===== src/rtl/pulse_meter_pkg.sv =====
// Shared definitions for the pulse-timing FSM family.
// The state encodings are reused by sibling FSMs, so their 2-bit values are fixed here.
// The output widths of pulse_meter are also defined here so that the interface and
// the top module agree on them.
package pulse_meter_pkg;

  typedef enum logic [1:0] {
    ST_ARM     = 2'd0,
    ST_IDLE    = 2'd1,
    ST_MEASURE = 2'd2
  } state_t;

  localparam int PULSE_CNT_W = 8;
  localparam int DEBUG_W     = 4;

endpackage


===== src/rtl/pulse_meter_if.sv =====
// Signal bundle between pulse_meter and whatever consumes its measurements.
//   sig          measured asynchronous level input (driven by the slave side)
//   width        measured high time of the last accepted pulse
//   width_valid  1-cycle strobe; width and ovf update in the same cycle
//   ovf          the last accepted pulse saturated the counter
//   busy         a pulse is currently being timed
//   pulse_cnt    number of accepted pulses, wraps 255 -> 0
//   debug        low bits of the live width counter
// master: the meter itself.  slave: the consumer / stimulus side.
interface pulse_meter_if #(
  parameter int CTRLEN = 27
);
  import pulse_meter_pkg::*;

  logic                   sig;
  logic [CTRLEN-1:0]      width;
  logic                   width_valid;
  logic                   ovf;
  logic                   busy;
  logic [PULSE_CNT_W-1:0] pulse_cnt;
  logic [DEBUG_W-1:0]     debug;

  modport master (
    input  sig,
    output width, width_valid, ovf, busy, pulse_cnt, debug
  );

  modport slave (
    output sig,
    input  width, width_valid, ovf, busy, pulse_cnt, debug
  );

endinterface


===== src/rtl/pulse_meter_sync_2ff.sv =====
// Two-flop synchronizer for one asynchronous level input.
//   CLK  destination clock
//   RST  asynchronous active-high reset; both flops clear to 0
//   d    asynchronous input
//   q    input resynchronized to CLK (two cycles of latency)
module sync_2ff (
  input  logic CLK,
  input  logic RST,
  input  logic d,
  output logic q
);

  logic meta;

  always_ff @(posedge CLK or posedge RST) begin
    if (RST) begin
      meta <= 1'b0;
      q    <= 1'b0;
    end else begin
      meta <= d;
      q    <= meta;
    end
  end

endmodule


===== src/rtl/pulse_meter.sv =====
// Measures the high time of an asynchronous level input in CLK cycles.
// The input is resynchronized, then a three-state FSM (ARM / IDLE / MEASURE) times
// each high period. Pulses shorter than MIN_WIDTH synced cycles are discarded as
// glitches. An accepted pulse updates width/ovf, strobes width_valid for one cycle
// and increments pulse_cnt.
//   CLK   single clock, rising edge
//   RST   asynchronous active-high reset
//   pif   pulse_meter_if.master: sig in; width, width_valid, ovf, busy,
//         pulse_cnt and debug out
// Parameters:
//   CTRLEN     width of the cycle counter and of the width output
//   MIN_WIDTH  shortest accepted pulse in synced cycles (>= 1)
module pulse_meter
  import pulse_meter_pkg::*;
#(
  parameter int CTRLEN    = 27,
  parameter int MIN_WIDTH = 4
) (
  input  logic          CLK,
  input  logic          RST,
  pulse_meter_if.master pif
);

  localparam logic [CTRLEN-1:0] CNT_MAX = '1;
  localparam logic [CTRLEN-1:0] CNT_ONE = CTRLEN'(1);
  localparam logic [CTRLEN-1:0] MIN_W   = CTRLEN'(MIN_WIDTH);

  logic sig_s;
  logic sig_d;

  state_t                 state_q, state_nxt;
  logic [CTRLEN-1:0]      cnt_q, cnt_nxt;
  logic [CTRLEN-1:0]      cnt_inc;
  logic                   ovf_int_q, ovf_int_nxt;
  logic [CTRLEN-1:0]      width_q, width_nxt;
  logic                   ovf_q, ovf_nxt;
  logic                   wv_q, wv_nxt;
  logic [PULSE_CNT_W-1:0] pc_q, pc_nxt;

  sync_2ff u_sync (
    .CLK (CLK),
    .RST (RST),
    .d   (pif.sig),
    .q   (sig_s)
  );

  assign cnt_inc = cnt_q + CNT_ONE;

  always_comb begin
    state_nxt   = state_q;
    cnt_nxt     = cnt_q;
    ovf_int_nxt = ovf_int_q;
    width_nxt   = width_q;
    ovf_nxt     = ovf_q;
    wv_nxt      = 1'b0;
    pc_nxt      = pc_q;
    case (state_q)
      // A level already high when reset releases must not be timed as a pulse,
      // so nothing is armed until the synced input has been seen low.
      ST_ARM: begin
        if (!sig_s) state_nxt = ST_ARM == ST_ARM ? ST_IDLE : ST_ARM;
      end
      // The rising-edge cycle itself is the first counted cycle.
      ST_IDLE: begin
        if (sig_s && !sig_d) begin
          state_nxt   = ST_MEASURE;
          cnt_nxt     = CNT_ONE;
          ovf_int_nxt = (CNT_ONE == CNT_MAX);
        end
      end
      ST_MEASURE: begin
        if (sig_s) begin
          // Saturate instead of wrapping; ovf_int records that the ceiling was hit.
          if (cnt_q != CNT_MAX) begin
            cnt_nxt = cnt_inc;
            if (cnt_inc == CNT_MAX) ovf_int_nxt = 1'b1;
          end
        end else begin
          if (cnt_q >= MIN_W) begin
            width_nxt = cnt_q;
            ovf_nxt   = ovf_int_q;
            wv_nxt    = 1'b1;
            pc_nxt    = pc_q + 1'b1;
          end
          cnt_nxt     = '0;
          ovf_int_nxt = 1'b0;
          state_nxt   = ST_IDLE;
        end
      end
      default: begin
        state_nxt   = ST_ARM;
        cnt_nxt     = '0;
        ovf_int_nxt = 1'b0;
      end
    endcase
  end

  always_ff @(posedge CLK or posedge RST) begin
    if (RST) begin
      state_q   <= ST_ARM;
      sig_d     <= 1'b0;
      cnt_q     <= '0;
      ovf_int_q <= 1'b0;
      width_q   <= '0;
      ovf_q     <= 1'b0;
      wv_q      <= 1'b0;
      pc_q      <= '0;
    end else begin
      state_q   <= state_nxt;
      sig_d     <= sig_s;
      cnt_q     <= cnt_nxt;
      ovf_int_q <= ovf_int_nxt;
      width_q   <= width_nxt;
      ovf_q     <= ovf_nxt;
      wv_q      <= wv_nxt;
      pc_q      <= pc_nxt;
    end
  end

  assign pif.width       = width_q;
  assign pif.width_valid = wv_q;
  assign pif.ovf         = ovf_q;
  assign pif.busy        = (state_q == ST_MEASURE);
  assign pif.pulse_cnt   = pc_q;
  assign pif.debug       = DEBUG_W'(cnt_q);

endmodule


===== src/flat_wrapper.sv =====
// flat-port wrapper written by rule: the top's interface ports become plain ports
module pulse_meter_flat import pulse_meter_pkg::*;
#(
  parameter int CTRLEN    = 27,
  parameter int MIN_WIDTH = 4
)
  (CLK, RST, pif_sig, pif_width, pif_width_valid, pif_ovf, pif_busy, pif_pulse_cnt, pif_debug);
  pulse_meter_if #(.CTRLEN(CTRLEN)) pif_i ();
  input  logic CLK;
  input  logic RST;
  input wire logic [$bits(pif_i.sig)-1:0] pif_sig;
  output wire logic [$bits(pif_i.width)-1:0] pif_width;
  output wire logic [$bits(pif_i.width_valid)-1:0] pif_width_valid;
  output wire logic [$bits(pif_i.ovf)-1:0] pif_ovf;
  output wire logic [$bits(pif_i.busy)-1:0] pif_busy;
  output wire logic [$bits(pif_i.pulse_cnt)-1:0] pif_pulse_cnt;
  output wire logic [$bits(pif_i.debug)-1:0] pif_debug;
  assign pif_i.sig = pif_sig;
  assign pif_width = pif_i.width;
  assign pif_width_valid = pif_i.width_valid;
  assign pif_ovf = pif_i.ovf;
  assign pif_busy = pif_i.busy;
  assign pif_pulse_cnt = pif_i.pulse_cnt;
  assign pif_debug = pif_i.debug;
  pulse_meter #(.CTRLEN(CTRLEN), .MIN_WIDTH(MIN_WIDTH)) u_core (.CLK(CLK), .RST(RST), .pif(pif_i));
endmodule

===== config.mk =====
export PLATFORM = sky130hd
export DESIGN_NAME = pulse_meter_flat
export DESIGN_NICKNAME = d
export VERILOG_FILES = /design/src/rtl/pulse_meter_pkg.sv /design/src/rtl/pulse_meter_if.sv /design/src/rtl/pulse_meter_sync_2ff.sv /design/src/rtl/pulse_meter.sv /design/src/flat_wrapper.sv
export SDC_FILE = /design/constraint.sdc
export NUM_CORES = 1
export LEC_CHECK = 0
export BUFFER_PORTS_ARGS = -buffer_cell sky130_fd_sc_hd__buf_2
export CAP_MARGIN = 20
export CORE_MARGIN = 2
export CORE_UTILIZATION = 54
export CTS_BUF_LIST = sky130_fd_sc_hd__clkbuf_4
export DETAILED_ROUTE_END_ITERATION = 16
export HOLD_SLACK_MARGIN = 0.12
export PLACE_DENSITY = 0.87
export SLEW_MARGIN = 5
export SYNTH_ARGS = -nofsm -noshare
export SYNTH_HDL_FRONTEND = slang
export SYNTH_SLANG_ARGS = --single-unit

===== constraint.sdc =====
create_clock -name CLK -period 2 [get_ports CLK]
set_clock_uncertainty 0.05 [all_clocks]
set_input_delay 0.1 -clock CLK [delete_from_list [all_inputs] [get_ports CLK]]
set_output_delay 0.1 -clock CLK [all_outputs]
set_load 0.01 [all_outputs]

==> results of run 1 <==
==> flip-flops by register name, summed over array words and instances (netlist names) <==
signal and cells:
u_core.state_q 2, u_core.cnt_q 27, u_core.u_sync.meta 1, u_core.pif.pulse_cnt 8
u_core.pif.ovf 1, u_core.pif.width 27, u_core.sig_d 1, u_core.ovf_int_q 1
u_core.pif.width_valid 1, u_core.u_sync.q 1
==> layout by cell type, fill, tap and decap left out, types with 4 or more instances in the layout <==
master / count
o31ai_2: 6
a21oi_1: 6
nand2_1: 117
buf_2: 44
clkbuf_4: 9
buf_4: 70
ha_1: 4
nor4_1: 7
buf_6: 9
nor2_1: 23
nand3_1: 12
a31oi_1: 11
inv_1: 4
o21ai_0: 12
buf_12: 4
dfrtp_1: 70
and3_1: 6
o21ai_2: 8
nand4_1: 11
nor3_1: 6
and2_1: 5
xnor2_1: 12
inv_2: 4
o21ai_1: 17
==> cells by family (layout without fill, tap and decap cells) <==
group                    after synthesis  count (layout)  synth area share (%)
flip-flops                            70              70                 47.38
AO/OA/AOI/OAI                         82              82                 14.04
adder cells (fa/ha/maj)                8               8                 2.707
XOR/XNOR                              14              14                 3.316
AND/OR/NAND/NOR                      207             207                 26.02
multiplexers                           1               1                0.2707
buffers and inverters                 42             153                 6.261
==> stage by stage <==
stage | power [mW] | TNS, ps | std cells
finish | 3.438 | -476.7 | 615
global route | 3.569 | -3266 | 615
CTS | 3.313 | -5.538 | 610
detailed placement | 2.086 | -472.4 | 591
global placement | 2.046 | -106.9 | 591
floorplan | 1.794 | -124.3 | 424
==> area by class of cell <==
cell class	count	area, sq um
flip-flops and latches	70	1752
clock buffers	9	67.56
well taps	80	100.1
clock inverters	7	120.1
fillers	493	1794
inverters	8	30.03
repair buffers	129	947.2
multi-input cells	312	1908
==> worst paths after layout <==
check                                        start              endpoint  slack, ps  cells past startpoint
worst max-delay path               u_core.cnt_q[1]      u_core.ovf_int_q       -100                      8
worst min-delay path                           RST  u_core.pif.width[16]        210                      3
worst max register to register     u_core.cnt_q[1]      u_core.ovf_int_q       -100                      8
worst min register to register  u_core.u_sync.meta       u_core.u_sync.q        320                      0
max in group asynchronous                      RST       u_core.cnt_q[3]        910                      4
min in group CLK                           pif_sig    u_core.u_sync.meta        270                      2
==> power by group through the flow <==
stage / Combinational [mW] / Sequential, mW / Clock [mW]
finish: 0.804 / 1.46 / 1.18
global route: 0.852 / 1.46 / 1.26
CTS: 0.665 / 1.46 / 1.19
detailed placement: 0.604 / 1.48 / 0
global placement: 0.567 / 1.48 / 0
floorplan: 0.304 / 1.49 / 0
==> synth_stat cells (8+ instances only) <==
cell | number | share of area [%]
a21oi_1 | 9 | 1.2
a31oi_1 | 11 | 1.9
buf_2 | 17 | 2.3
buf_4 | 10 | 2.0
dfrtp_1 | 70 | 47
ha_1 | 8 | 2.7
nand2_1 | 117 | 12
nand3_1 | 13 | 1.8
nand4_1 | 11 | 1.9
nor2_1 | 23 | 2.3
nor4_1 | 9 | 1.5
o21ai_0 | 29 | 3.9
o31ai_1 | 8 | 1.6
xnor2_1 | 12 | 2.8
==> per-layer routing <==
layer | global-route usage (%) | vias up | part of all wire (%)
met3 | 4.286 | 39 | 6.1
met4 | 13.35 | 0 | 3.4
met5 | 0 | - | 0
met1 | 35.45 | 1810 | 41
met2 | 45.80 | 165 | 50
li1 | - | 1669 | -
==> worst reg2reg max path, cell delays in order, from the launching register on <==
cell     delay (ps)
dfrtp_1         410
ha_4            180
nand4_1         200
nor2_4          230
buf_6           150
nand4_1         140
xnor2_1         190
nand3_1         140
o41ai_2         340
==> repair_timing <==
| item | CTS | global route |
|---|---|---|
| pin swaps | 8 | 12 |
| endpoints found under the setup margin | 16 | 46 |
| cloned | 1 | 0 |
| hold endpoints to repair | 30 | 0 |
| setup buffers | 0 | 5 |
| hold buffers | 2 | 0 |
| resized for setup | 14 | 50 |
==> results.cfg, run 1 <==
[status]
status = complete, but fails checks
violations = negative setup slack

[synth]
synth_edf_count = 0
syn-num-nets = 435
main_flop_type_after_synthesis = dfrtp_1
synth-seq-area-share_pct = 47.38
synth.lib_cells_used.distinct = 48
synthCells = 424
synth_warnings = 0
syn_area_sq_mm = 0.003697
ff_latch_count_synth = 70
async_reset_ff_share_pct = 100.0
synth_area_per_cell_sq_um = 8.720

[sta]
worstMarginPinSlew_ps = 583.4
fmaxAchievable_ghz = 0.4768
timing.final.max_slew_violations = 0
grt_setup_unrepaired = yes
layout_worst_path_cycle_share_pct = 104.9
hold_viol_final = 0
setup_ws_ps = -97.18
finalSetupViolations = 19
timing.hold.ws_ps = 209.2
final_period_minus_worst_setup_slack_ps = 2097
max_slew_margin_pct = 61.05

[layout]
finalInstanceArea_sq_mm = 0.004925
layout.nets = 541
fraction_of_final_layout_cells_sized_beyond_drive_strength_1_pct = 35.33
antenna_cells_inserted = 0
postLayoutCoreUtil_pct = 73.30
area_growth_pct = 33.20

[pwr]
pwr_density_cell_mw_per_mm2 = 698.1
share_of_total_power_in_the_clock_network_pct = 34.2
power.share.sequential_pct = 42.4
power_report.internal_total_mw = 2.401
ir_worst_vdd_uv = 577.0
p_comb_share_pct = 23.4
power_switching_share_pct = 30.17
power_switching_mw = 1.037
power.leakage_nw = 2.486

[floorplan]
floorplan.die_area_sq_mm = 0.007525
num_rows = 30
die_height_microns = 86.75
ioPinCount = 45
core_region_area_sq_mm = 0.006719
die_x_microns = 86.75
initial_utilization_pct = 55.03

[setup_path]
worst-path-buf-inv = 1
cp-start-kind = flop
end_kind = flop
cpMaxStageDelayCell = dfrtp_1
worstPathMaxFanout = 7
critical_path.max_stage_delay_ps = 410
crit_path_frequent_cell = nand4_1
critical_path_class = flop to flop
cp.arrival_ps = 2390
worstPathCellList = ha_4 > nand4_1 > nor2_4 > buf_6 > nand4_1 > xnor2_1 > nand3_1 > o41ai_2
timing.critical_path.max_delay_family = simple AND/OR/NAND/NOR gates
critical_path_required_ps = 2290

[placement]
postPlaceCellArea_sq_mm = 0.004462
gp_congestion = 0.9631
io_buffer_count = 44
dpl.hpwl_microns = 7145
dp_worst_setup_slack_ps = -160.1

[clocking]
clock-sinks = 70
worst_skew_pair.late_latency_ps = 430
h_tree_level_count = 3
cts_root_buf = clkbuf_4
cts_tree = yes
max-clock-path-buffers = 2
number_of_buffers_created_by_cts = 9
worst_setup_hold_path_clk_slew_ps = 130

[route]
final_antenna_net_count = 0
drt-total-wl_microns = 10720
post-route-drc-count = 0
num_vias = 3683
dr.pass1.iters = 5
dr.first_iter.drc_count = 270
vias_per_cell = 5.989
routed_wire_length_per_instance_microns = 17.43

[global_routing]
grt-ovfl-total = 0
pin_count_of_the_biggest_net_entering_global_routing = 28
global_route_wire_length_before_repair_microns = 16070
grt_antenna_before_repair = 0
global_route.usage.total_pct = 27.66
via_count_of_the_first_global_routing_pass = 3366

[min_path]
min_path_type = primary input to asynchronous set/reset pin

[run]
maximum_capacitance_violations = 0
(Power assumes the default switching activity.)
==> run 2: changes to the inputs <==
- CORE_UTILIZATION: 54 -> 52
- CTS_BUF_LIST: sky130_fd_sc_hd__clkbuf_4 -> unset
- PLACE_DENSITY: 0.87 -> 0.84
==> run 2 against run 1 <==
The flow still finishes with violations (negative setup slack); via count shrank 2.7%; fmax up 0.11%; power grew 0.99%; combinational power grew 5.8%; flip-flop and latch count unchanged; design area is 4.9% higher; worst hold slack improved by 21 ps; sequential share of layout area fell by 1.6 points; first-iteration DRC count grew 34%; critical endpoint unchanged; largest cell class unchanged.
==> results.cfg, run 2 (synthesized netlist as in run 1, its figures left out) <==
[status]
violations = negative setup slack
status = complete, but fails checks

[setup_path]
rrSetupSlack_ps = -90
worst-path-buf-inv = 1
cp.arrival_ps = 2310
end_kind = flop
worstPathMaxFanout = 4
timing.critical_path.max_delay_family = compound AO/OA/AOI/OAI gates
ff2ff_path_depth = 8
critical_path_class = flop to flop
worstPathCellList = ha_4 > nand4_1 > buf_4 > a211oi_1 > a31oi_1 > a21oi_1 > nand3_1 > o41ai_2
critical_path.max_stage_delay_ps = 410
worst_setup_startpoint = u_core.cnt_q[0]
critical_path_required_ps = 2210
worst_r2r_startpoint = u_core.cnt_q[0]
cpMaxStageDelayCell = dfrtp_1
regToRegEndpoint = u_core.ovf_int_q
cp-start-kind = flop

[route]
post-route-drc-count = 0
dr.first_iter.drc_count = 361
vias_per_cell = 5.690
dr.pass1.iters = 5
routed_wire_length_per_instance_microns = 17.26
drt-total-wl_microns = 10880
final_antenna_net_count = 0
num_vias = 3585

[global_routing]
global_route_wire_length_before_repair_microns = 16630
gr-usage-met1_pct = 35.96
groute.layer.met3.usage_pct = 6.716
grt-ovfl-total = 0
via_count_of_the_first_global_routing_pass = 3448
globalRouteMet2Util_pct = 44.84
grt_antenna_before_repair = 0
pin_count_of_the_biggest_net_entering_global_routing = 32
global_route.usage.total_pct = 27.75
grt-busiest-layer = met2

[pwr]
ir_worst_vdd_uv = 561.0
pwr_density_cell_mw_per_mm2 = 672.0
total_chip_power_mw = 3.472
power.leakage_nw = 2.565

[sta]
layout_worst_path_cycle_share_pct = 104.7
finalSetupViolations = 17
timing.final.max_slew_violations = 0
hold_viol_final = 0
max_slew_margin_pct = 71.71
fmaxAchievable_ghz = 0.4773
setup_ws_ps = -94.98
grt_setup_unrepaired = yes
final_period_minus_worst_setup_slack_ps = 2095
worstMarginPinSlew_ps = 422.8

[layout]
antenna_cells_inserted = 0
final_common_cell = nand2_1
postLayoutCoreUtil_pct = 75.62
most_used_cells_in_the_layout_excluding_fill_and_tap_cells = 116 x nand2_1, 68 x buf_4, 67 x dfrtp_1
area_growth_pct = 39.73
fraction_of_final_layout_cells_sized_beyond_drive_strength_1_pct = 39.89
layout.nets = 541
post_route_non_filler_standard_cell_count = 630

[clocking]
worst_skew_pair.late_latency_ps = 360
worst_setup_hold_path_clk_slew_ps = 80
max-clock-path-buffers = 2
h_tree_level_count = 3
number_of_buffers_created_by_cts = 9
clock-sinks = 70
cts_root_buf = clkbuf_8
cts_tree = yes

[placement]
dpl.hpwl_microns = 6988
count_of_placed_standard_cells_including_taps = 604
gp_congestion = 0.9366
io_buffer_count = 44

[run]
maximum_capacitance_violations = 0

[floorplan]
initial_utilization_pct = 54.12
core_region_area_sq_mm = 0.006832
die_x_microns = 88.32
ioPinCount = 45
num_rows = 30
floorplan.die_area_sq_mm = 0.007800
die_height_microns = 88.32

[min_path]
min_path_type = primary input to asynchronous set/reset pin
run 2: cell types whose count changed in the layout (fill, tap and decap cells not counted), sizes merged:
| cell | before | now |
|---|---|---|
| clkinvlp | 1 | 2 |
| clkinv | 2 | 1 |
| clkbuf | 9 | 10 |
| bufinv | 3 | 1 |
run 2: repair_timing:
| action | 4_1_cts | 5_1_grt |
|---|---|---|
| setup buffers | 2 | 6 |
| pin swaps | 7 | 34 |
| resized for setup | 24 | 85 |
| endpoints found under the setup margin | 23 | 44 |
| hold endpoints to repair | 50 | 0 |
| hold buffers | 2 | 0 |
| cloned | 0 | 1 |
run 2: report_power, final:
part / internal (mW) / switching, mW / total, mW
registers: 1.44 / 0.0201 / 1.46
clock network: 0.605 / 0.559 / 1.16
logic: 0.371 / 0.479 / 0.851
total: 2.41 / 1.06 / 3.47
run 2: per-layer routing:
| layer | up-vias | wire (microns) | part of all wire [%] |
|---|---|---|---|
| met2 | 154 | 5459 | 50 |
| met4 | 0 | 293 | 2.7 |
| met5 | - | 0 | 0 |
| met3 | 33 | 644 | 5.9 |
| met1 | 1730 | 4479 | 41 |
| li1 | 1668 | - | - |
run 2: tightest hold or removal path: cells and delay by family:
| kind | cells | cell delay [ps] |
|---|---|---|
| buffers and inverters | 3 | 960 |
run 2: final cells by class:
| type | count | area, sq um |
|---|---|---|
| multi-input combinational | 312 | 2108 |
| sequential | 70 | 1755 |
| fill | 478 | 1665 |
| timing repair buffer | 129 | 953.4 |
| clock buffer | 10 | 137.6 |
| tap | 96 | 120.1 |
| clock inverter | 5 | 58.81 |
| inverter | 8 | 32.53 |
run 2: worst max path at each step:
stage                             endpoint  slack [ps]  cells past startpoint
after floorplan           u_core.cnt_q[24]         -20                      9
after global placement    u_core.cnt_q[12]         -90                      8
after detailed placement  u_core.cnt_q[12]        -180                      8
after CTS                 u_core.ovf_int_q         -20                      8
after global routing      u_core.ovf_int_q        -180                      8
final                     u_core.ovf_int_q         -90                      8
run 2: metrics by stage:
step                hold WS (ps)  TNS, ps  instance area (sq um)  worst slack, ps
CTS                        242.3   -58.59                   4802           -21.98
global placement           70.11   -208.3                   4459           -91.48
finish                     230.3   -513.1                   5166           -94.98
global route               281.9    -2247                   5166           -177.3
floorplan                  81.43   -124.3                   3727           -24.77
detailed placement         72.17    -1153                   4459           -180.2
==> run 3: changes to the inputs <==
- CORE_UTILIZATION: 52 -> 50
- PLACE_DENSITY: 0.84 -> 0.82
==> run 3 against run 2 <==
The run still ends with negative setup slack left; worst hold slack gained 75 ps; critical path type unchanged; fmax fell by 9.9%; critical path depth did not move; final cell count down 0.16%; core utilization decreased by 5.1 points; sequential power about the same; clock-buffer cell count is 1 higher; highest routed layer unchanged; combinational power shrank 1%; sequential share of layout area rose by 0.48 points.
==> results.cfg, run 3 (synthesized netlist as in run 1, its figures left out) <==
[route]
vias_per_cell = 6.057
final_antenna_net_count = 0
drt-total-wl_microns = 11490
dr.first_iter.drc_count = 457
post-route-drc-count = 0
routed_wire_length_per_instance_microns = 18.27
dr.pass1.iters = 5
num_vias = 3810

[setup_path]
critical_path_required_ps = 2200
worstPathCellList = inv_2 > ha_4 > nand3_2 > nor4_2 > nand3_1 > a2111oi_4 > o2111ai_2 > o41ai_2
critical_path.max_stage_delay_ps = 410
end_kind = flop
cp.arrival_ps = 2530
worstPathMaxFanout = 5
critical_path_class = flop to flop
cpMaxStageDelayCell = dfrtp_1
cp-start-kind = flop

[global_routing]
globalRouteMet2Util_pct = 40.66
grt_antenna_before_repair = 0
global_route_wire_length_before_repair_microns = 16650
grt-ovfl-total = 0
pin_count_of_the_biggest_net_entering_global_routing = 71
global_route.usage.total_pct = 25.47
grt-busiest-layer = met2
via_count_of_the_first_global_routing_pass = 3473
gr-usage-met1_pct = 33.54
groute.layer.met3.usage_pct = 5.029

[floorplan]
floorplan.die_area_sq_mm = 0.008098
ioPinCount = 45
core_region_area_sq_mm = 0.007214
num_rows = 31
initial_utilization_pct = 51.25
die_height_microns = 89.99
die_x_microns = 89.99

[layout]
postLayoutCoreUtil_pct = 70.52
layout.nets = 536
nFillCells = 541
fraction_of_final_layout_cells_sized_beyond_drive_strength_1_pct = 36.98
multi_input_comb_area_sq_mm = 0.002087
finalInstanceArea_sq_mm = 0.005087
area_growth_pct = 37.60
most_used_cells_in_the_layout_excluding_fill_and_tap_cells = 117 x nand2_1, 69 x dfrtp_1, 63 x buf_4
reg_area_sq_mm = 0.001753
final_common_cell = nand2_1
antenna_cells_inserted = 0

[clocking]
worst_setup_hold_path_clk_slew_ps = 80
clock-sinks = 70
cts_tree = yes
number_of_buffers_created_by_cts = 9
h_tree_level_count = 3
cts_root_buf = clkbuf_8
max-clock-path-buffers = 2
worst_skew_pair.late_latency_ps = 360

[sta]
setup_ws_ps = -326.4
hold_viol_final = 0
timing.hold.ws_ps = 304.9
grt_setup_unrepaired = yes
max_slew_margin_pct = 50.17
final_period_minus_worst_setup_slack_ps = 2326
finalSetupViolations = 27
layout_worst_path_cycle_share_pct = 116.3
worstMarginPinSlew_ps = 741.8
timing.final.max_slew_violations = 0
fmaxAchievable_ghz = 0.4299

[status]
violations = negative setup slack
status = complete, but fails checks

[placement]
io_buffer_count = 44
postPlaceCellArea_sq_mm = 0.004370
dpl.hpwl_microns = 6665
gp_congestion = 0.9641
dp_worst_setup_slack_ps = -139.6

[pwr]
total_chip_power_mw = 3.473
ir_worst_vdd_uv = 622.7
power.leakage_nw = 2.493
pwr_density_cell_mw_per_mm2 = 682.6

[run]
maximum_capacitance_violations = 0

[min_path]
min_path_type = flop to flop
[run 3: cell count changes in the layout (fill, tap and decap cells not counted), moves of 3 or more]
cell	before	now
buf_4	68	63
nand3_1	10	7
nor4_2	2	5
o21ai_0	9	14
o21ai_1	10	17
o21ai_2	18	5
[run 3: critical path: cells and delay by family (launching register included)]
family | cells | cell delay, ps
AOI/OAI and AO/OA | 3 | 860
buffers and inverters | 1 | 90
DFF | 1 | 410
adders and majority gates | 1 | 180
and+or+nand+nor | 3 | 640
[run 3: path summary, 6_finish.rpt]
path / from / endpoint / slack (ps) / cells after the start
setup / recovery: u_core.state_q[0] / u_core.ovf_int_q / -330 / 8
max in group asynchronous: RST / u_core.cnt_q[2] / 1290 / 4
setup reg to reg: u_core.state_q[0] / u_core.ovf_int_q / -330 / 8
hold reg to reg: u_core.u_sync.meta / u_core.u_sync.q / 300 / 0
hold / removal: u_core.u_sync.meta / u_core.u_sync.q / 300 / 0
min in group asynchronous: RST / u_core.pif.width[12] / 310 / 4
[run 3: area by class of cell]
type                            instances  area share [%]
Tap cell                               99           2.435
Timing Repair Buffer                  123           17.46
Clock inverter                          5           1.156
Multi-Input combinational cell        313           41.02
Inverter                                8          0.6886
Clock buffer                           11           2.779
Sequential cell                        70           34.46
[run 3: repair_timing]
item / CTS / global route
hold endpoints to repair: 71 / 0
pin swaps: 8 / 23
gates resized for setup: 19 / 75
gates cloned: 1 / 3
endpoints found under the setup margin: 20 / 62
buffers inserted: 2 / 7
hold buffers: 2 / 0
[run 3: power breakdown]
part	switching (mW)	internal (mW)
clock	0.565	0.610
combinational	0.476	0.366
sequential	0.0182	1.44
[run 3: through the flow]
stage | setup TNS (ps) | instances
global route | -5234 | 629
CTS | -156.9 | 619
detailed placement | -696.3 | 598
global placement | -121.5 | 598
finish | -3116 | 629
floorplan | -124.3 | 424
[run 3: routing by layer]
metal / vias to the layer above / share of wire [%]
li1: 1658 / -
met1: 1807 / 38
met2: 277 / 48
met3: 68 / 8.4
met4: 0 / 5.6
met5: - / 0
